--- config.mk ---
export PLATFORM = sky130hd
export DESIGN_NAME = uart_tx_framer
export DESIGN_NICKNAME = d
export VERILOG_FILES = /design/src/rtl/uart_tx_framer.sv
export SDC_FILE = /design/constraint.sdc
export NUM_CORES = 1
export LEC_CHECK = 0
export ABC_AREA = 0
export CORE_MARGIN = 2
export CORE_UTILIZATION = 35
export DETAILED_ROUTE_END_ITERATION = 8
export SLEW_MARGIN = 5
export SYNTH_ARGS = -nofsm -noshare
export SYNTH_HDL_FRONTEND = slang
export SYNTH_SLANG_ARGS = --single-unit
--- constraint.sdc ---
create_clock -name clk -period 1.55 [get_ports clk]
set_input_delay 0.31 -clock clk [delete_from_list [all_inputs] [get_ports clk]]
set_output_delay 0.31 -clock clk [all_outputs]
set_load 0.005 [all_outputs]
--- src/rtl/uart_tx_framer.sv ---
// uart_tx_framer: UART frame serializer (start, LSB-first data, optional parity under UART_TX_PARITY_EN, stop)
module uart_tx_framer #(
  parameter int DATA_WIDTH = 8
) (
  input  logic                  clk,
  input  logic                  rst,
  input  logic [DATA_WIDTH-1:0] P_DATA,
  input  logic                  DATA_VALID,
  input  logic                  PAR_EN,
  input  logic                  PAR_TYP,
  output logic                  TX_OUT,
  output logic                  busy
);
  localparam int CW = (DATA_WIDTH > 1) ? $clog2(DATA_WIDTH) : 1;
  localparam logic [CW-1:0] LAST = CW'(DATA_WIDTH - 1);
  typedef enum logic [2:0] {
    IDLE  = 3'd0,
    START = 3'd1,
    DATA  = 3'd2,
    STOP  = 3'd3
`ifdef UART_TX_PARITY_EN
    , PARITY = 3'd4
`endif
  } state_t;
  state_t                r_state, w_state;
  logic                  r_tx, w_tx, r_busy, w_busy;
  logic [CW-1:0]         r_cnt, w_cnt;
  logic [DATA_WIDTH-1:0] r_data, w_data;
`ifdef UART_TX_PARITY_EN
  logic                  r_pen, w_pen, r_par, w_par;
`else
  logic                  w_unused;
  assign w_unused = PAR_EN ^ PAR_TYP;
`endif
  // outputs are computed for the next cycle and registered with the state
  always_comb begin
    w_state = IDLE;
    w_tx    = 1'b1;
    w_busy  = 1'b0;
    w_cnt   = r_cnt;
    w_data  = r_data;
`ifdef UART_TX_PARITY_EN
    w_pen   = r_pen;
    w_par   = r_par;
`endif
    case (r_state)
      IDLE, STOP: if (DATA_VALID) begin
        w_state = START;
        w_tx    = 1'b0;
        w_busy  = 1'b1;
        w_cnt   = '0;
        w_data  = P_DATA;
`ifdef UART_TX_PARITY_EN
        w_pen   = PAR_EN;
        w_par   = PAR_TYP ^ (^P_DATA);
`endif
      end
      START: begin
        w_state = DATA;
        w_tx    = r_data[0];
        w_data  = r_data >> 1;
        w_busy  = 1'b1;
        w_cnt   = '0;
      end
      DATA: begin
        w_busy = 1'b1;
        if (r_cnt == LAST) begin
`ifdef UART_TX_PARITY_EN
          w_state = r_pen ? PARITY : STOP;
          w_tx    = r_pen ? r_par : 1'b1;
`else
          w_state = STOP;
`endif
        end else begin
          w_state = DATA;
          w_tx    = r_data[0];
          w_data  = r_data >> 1;
          w_cnt   = r_cnt + CW'(1);
        end
      end
`ifdef UART_TX_PARITY_EN
      PARITY: begin
        w_state = STOP;
        w_busy  = 1'b1;
      end
`endif
      default: w_state = IDLE;
    endcase
  end
  always_ff @(posedge clk) begin
    if (!rst) begin
      r_state <= IDLE;
      r_tx    <= 1'b1;
      r_busy  <= 1'b0;
      r_cnt   <= '0;
      r_data  <= '0;
`ifdef UART_TX_PARITY_EN
      r_pen   <= 1'b0;
      r_par   <= 1'b0;
`endif
    end else begin
      r_state <= w_state;
      r_tx    <= w_tx;
      r_busy  <= w_busy;
      r_cnt   <= w_cnt;
      r_data  <= w_data;
`ifdef UART_TX_PARITY_EN
      r_pen   <= w_pen;
      r_par   <= w_par;
`endif
    end
  end
  assign TX_OUT = r_tx;
  assign busy   = r_busy;
endmodule

==> metrics.cfg, run 1 <==
[run_status]
outcome=completed

[layout]
post-route-util=0.473
insertedDiodeCount=0
fill_cells=204
nNetsFinal=105
areaGrowthSynthToFinish_pct=26.7
fin_area_sq_um=927
instances_no_fill=114
drive_gt1_frac=0.207

[grt]
antenna_found_initial=0
grt_pass1_wl_um=2270
grt_overflow=0
grt_pass1_vias=520
grt_max_degree=15
grt_use_total=0.122

[sta]
worst_hold_slack_ns=0.483
clock.fmax_mhz=710
worstMarginPinSlew_ns=0.224
finClkSkew_ns=0.00169
timing.final.crit_period_ns=1.41
grt_setup_unrepaired=no
fin_ws_ns=0.142
slew_headroom=0.851
fin_crit_sh=0.908
setup_viol=0
setup_tns_ns=0
hold_viol=0
maxSlewViolCount=0

[place]
placed_cells=110
placed_area_sq_um=901
dp_hpwl_um=956
pre_cts_slack_ns=0.0806
port-buffer-count=12
gp_congestion=0.716

[cts]
cts.repair.resized=0
clock_latency_ns=0.28
cts-root-buf=clkbuf_4
cts.clk_slew.worst_paths_ns=0.09
cts.path.max_buffers=2
cts_tree=done
cts_max_level=1
cts_buffers=3
cts-hold-fix-buffers=0
cts_sinks=15
postCtsSetupBuffers=0

[synthesis]
synth_ff_type=dfxtp_1
netlist_area_sq_um=732
yosysMostFrequentCell=dfxtp_1
synth_common_cells=15 x dfxtp_1, 12 x a21oi_1, 7 x a211oi_2, 7 x mux2i_1
synth_fp_nets=87
synth_warnings=0
yosys.area.top_type_share=0.410
ys_seq_elements=15
avgSynthCellArea_sq_um=10.5
ys_seq_area_frac=0.410
yosys-top-cells-area=dfxtp_1 41%, a211oi_2 12%, mux2i_1 9.6%
ys_types=20
syn_inst=70
async_flop_share=0
synth-edff-count=0
synth_top_area_cell=dfxtp_1

[routing]
routed-via-count=561
wl_per_cell_um=11.7
drt_first_iter_violations=9
route.detailed.drc=0
via_per_inst=4.92
drtAntennaViolNets=0
drt_pass1_iterations=4
wirelength_um=1340

[setup_path]
slowest_delay_ns=0.50
cpMaxStageDelayCell=clkdlybuf4s50_1
cp_max_fo=1
critPathCaptureType=output pin
cp.arrival_ns=1.10
cp_cell_sequence=clkdlybuf4s50_1
worst-path-buf-inv=1
critPathRequiredTime_ns=1.24
crit_family=buffers and inverters
cp-start-kind=flop
critical_path_class=flop to output pin

[hold_path]
hold_class=flop to flop

[floorplan]
rows=16
pin_count=15
die-area_sq_mm=0.00247
die_y_um=49.7
start_util=0.373
core_sq_mm=0.00196
die_w_um=49.7

[pwr]
powerDensity_mw_per_mm2=988
power.total_uw=916
ir_worst_vdd_v=0.000367
power_leakage_nw=0.382

[run]
maxCapViolCount=0

## power by group
part | internal, mW | total, mW | switching (mW)
Combinational | 0.131 | 0.247 | 0.116
Clock | 0.0999 | 0.223 | 0.123
Sequential | 0.427 | 0.445 | 0.0188
Total | 0.658 | 0.916 | 0.258
## registers in the layout, summed over array words and instances (netlist names)
signal and count:
r_data 8, r_cnt 3, TX_OUT 1, busy 1, r_state 2
## placed cells by master (no fill, tap or decap), types with 2 or more instances in the layout
| cell | count |
|---|---|
| clkdlybuf4s50_1 | 12 |
| clkbuf_4 | 3 |
| nand4_1 | 3 |
| mux2i_1 | 7 |
| nand2_1 | 2 |
| a211oi_2 | 7 |
| a21oi_1 | 12 |
| inv_1 | 3 |
| nor2_1 | 2 |
| o21ai_0 | 4 |
| ha_1 | 4 |
| buf_4 | 4 |
| dfxtp_1 | 15 |
## path summary, 6_finish.rpt
path | from | end | slack [ns] | cells past startpoint
worst max-delay path | busy | busy | 0.14 | 1
worst min-delay path | r_data[7] | r_data[7] | 0.48 | 2
worst max register to register | r_state[0] | r_data[2] | 0.19 | 5
worst min register to register | r_data[7] | r_data[7] | 0.48 | 2
## metal layers
layer | track usage | vias up | share of wire
met3 | 0.0333 | 4 | 0.042
met4 | 0.0694 | 0 | 0.023
li1 | - | 288 | -
met5 | 0 | - | 0
met1 | 0.142 | 254 | 0.46
met2 | 0.200 | 15 | 0.47
## area by class of cell
type                       count  area, sq um  area share
sequential                    15          300       0.324
tap                           27         33.8      0.0364
inverter                       3         11.3      0.0121
multi-input combinational     48          385       0.416
clock buffer                   4         26.3      0.0283
timing repair buffer          17          170       0.184
## cells by family (layout without fill, tap and decap cells)
kind of cell,after synthesis,in the layout,synth area share
DFF,15,15,0.410
buffers and inverters,7,24,0.0632
adders and majority gates,4,4,0.0684
AOI/OAI and AO/OA,24,24,0.236
and+or+nand+nor,13,13,0.127
muxes,7,7,0.0957
Power figures use the tool's default switching activity.
==> run 2: changes to the inputs <==
--- a/config.mk
+++ b/config.mk
@@ -6,9 +6,12 @@
 export NUM_CORES = 1
 export LEC_CHECK = 0
 export ABC_AREA = 0
+export CELL_PAD_IN_SITES_DETAIL_PLACEMENT = 1
+export CELL_PAD_IN_SITES_GLOBAL_PLACEMENT = 2
 export CORE_MARGIN = 2
-export CORE_UTILIZATION = 35
+export CORE_UTILIZATION = 30
 export DETAILED_ROUTE_END_ITERATION = 8
+export PLACE_DENSITY_LB_ADDON = 0.1
 export SLEW_MARGIN = 5
 export SYNTH_ARGS = -nofsm -noshare
 export SYNTH_HDL_FRONTEND = slang
==> run 2 against run 1 <==
Net effect:
- count of clock-buffer cells in the layout unchanged
- cell count up 1.8%
- first-iteration DRC count down 67%
- global-route usage up 1.4 points
- largest cell class unchanged
- highest routed layer unchanged
==> metrics.cfg, run 2 (synthesized netlist as in run 1, its figures left out) <==
[grt]
grt_pass1_vias=578  ; +11%
grt_use_total=0.136  ; +0.0142
grt_max_degree=15  ; unchanged
grt_overflow=0  ; unchanged
antenna_found_initial=0  ; unchanged
grt_pass1_wl_um=2660  ; +17%

[floorplan]
start_util=0.325  ; -0.0484
die-area_sq_mm=0.00285  ; +15%
core_sq_mm=0.00225  ; +15%
pin_count=15  ; unchanged
rows=17  ; +1
die_w_um=53.4  ; +7.4%
die_y_um=53.4  ; +7.4%

[cts]
cts_tree=done
postCtsSetupBuffers=0  ; unchanged
cts_max_level=1  ; unchanged
cts-hold-fix-buffers=0  ; unchanged
cts-root-buf=clkbuf_4
cts.repair.resized=0  ; unchanged
cts_buffers=3  ; unchanged
cts.path.max_buffers=2  ; unchanged
cts.clk_slew.worst_paths_ns=0.09  ; about the same
clock_latency_ns=0.28  ; about the same
cts_sinks=15  ; unchanged

[sta]
grt_setup_unrepaired=no
hold_viol=0  ; unchanged
setup_viol=0  ; unchanged
clock.fmax_mhz=717  ; +0.91%
fin_crit_sh=0.900  ; -0.00819
setup_tns_ns=0  ; unchanged
slew_headroom=0.838  ; -0.0130
fin_ws_ns=0.155  ; +0.0127 ns
finClkSkew_ns=0.00443  ; +0.00274 ns
maxSlewViolCount=0  ; unchanged
worstMarginPinSlew_ns=0.243  ; +0.0195 ns
timing.final.crit_period_ns=1.40  ; -0.0127 ns

[place]
dp_hpwl_um=1190  ; +25%
port-buffer-count=12  ; unchanged
pre_cts_slack_ns=0.0475  ; -0.0332 ns
gp_congestion=0.745  ; +4.1%
placed_cells=112  ; +1.8%

[setup_path]
cp_cell_sequence=inv_1, ha_1, nand2b_1, buf_4, a21oi_1, a211oi_2
critPathCaptureType=flop
cp.arrival_ns=1.57  ; +0.47 ns
reg2reg_slack_ns=0.15  ; -0.04 ns
timing.rr.end=r_data[4]
r2r-start=r_state[0]
critical_path_class=flop to flop
cp-start-kind=flop
slowest_delay_ns=0.37  ; -0.13 ns
cpMaxStageDelayCell=ha_1
cp_max_fo=6  ; +5
critPathRequiredTime_ns=1.72  ; +0.48 ns
worstRegToRegCells=6  ; +1

[routing]
wl_per_cell_um=13.9  ; +19%
wirelength_um=1620  ; +21%
routed-via-count=583  ; +3.9%
route.detailed.drc=0  ; unchanged
drt_pass1_iterations=2  ; -2
drt_first_iter_violations=3  ; -6
via_per_inst=5.03  ; +2.1%
drtAntennaViolNets=0  ; unchanged

[pwr]
ir_worst_vdd_v=0.000373  ; +1.6%
pwr-share-clk=0.239  ; -0.005
power_leakage_nw=0.387  ; +1.3%
swShare=0.289  ; +0.00675
power.internal_uw=667  ; +1.3%
p_sw_uw=270  ; +4.8%
powerDensity_mw_per_mm2=1000  ; +1.4%
p_comb_frac=0.285  ; +0.015
seq_power_share=0.476  ; -0.010

[hold_path]
hold_depth=2  ; unchanged
worst_hold_path.endpoint=r_cnt[1]
hp-start=r_cnt[1]
hold_class=flop to flop

[run_status]
outcome=completed

[layout]
nNetsFinal=106  ; +0.95%
instances_no_fill=116  ; +1.8%
top_register=r_data
drive_gt1_frac=0.216  ; +0.00901
largest_reg_flops=8  ; unchanged
final_cell_mix=15 x dfxtp_1, 12 x a21oi_1, 12 x clkdlybuf4s50_1, 7 x mux2i_1, 7 x a211oi_2
final_common_cell=dfxtp_1
insertedDiodeCount=0  ; unchanged
post-route-util=0.415  ; -0.0575
areaGrowthSynthToFinish_pct=27.9
biggestRegsByFlops=r_data x8, r_cnt x3, r_state x2

[run]
maxCapViolCount=0  ; unchanged

## run 2: routing by layer
metal,track usage,part of all wire,routed length [um]
met1,0.170,0.46,740
met2,0.216,0.50,809
met3,0.0254,0.030,48
met4,0.0769,0.0099,16
met5,0,0,0
## run 2: worst max-delay path by stage
stage	cells after the start	endpoint	slack, ns	start
5_1_grt	6	r_data[3]	0.04	r_state[0]
3_5_place_dp	5	r_data[4]	0.05	DATA_VALID
3_3_place_gp	5	r_data[3]	0.06	DATA_VALID
2_1_floorplan	5	TX_OUT	0.33	r_state[0]
4_1_cts	6	r_data[4]	0.13	r_state[0]
6_report	6	r_data[4]	0.15	r_state[0]
## run 2: worst max-delay path: cells and delay by family, from the launching register on
| family | cells | cell delay (ns) |
|---|---|---|
| fa+ha+maj | 1 | 0.37 |
| simple gates | 1 | 0.11 |
| buf+inv | 2 | 0.21 |
| compound gates | 2 | 0.24 |
| flops | 1 | 0.34 |
## run 2: power by group through the flow
stage	clock (mW)	combinational [mW]	sequential [mW]
6_report	0.224	0.267	0.446
2_1_floorplan	0	0.177	0.451
3_3_place_gp	0	0.265	0.455
5_1_grt	0.254	0.291	0.450
4_1_cts	0.241	0.271	0.446
3_5_place_dp	0	0.269	0.455
## run 2: per-stage QoR
stage               hold WS [ns]  total power, mW  area [sq um]
floorplan                  0.382            0.628           732
global placement           0.466            0.720           910
detailed placement         0.478            0.724           910
CTS                        0.492            0.959           936
global route               0.518            0.995           936
finish                     0.486            0.937           936
## run 2: layout make-up
class / count / area [sq um]
fillers: 279 / 1320
multi-input cells: 48 / 385
flip-flops and latches: 15 / 300
repair buffers: 18 / 178
well taps: 28 / 35.0
clock buffers: 4 / 26.3
inverters: 3 / 11.3
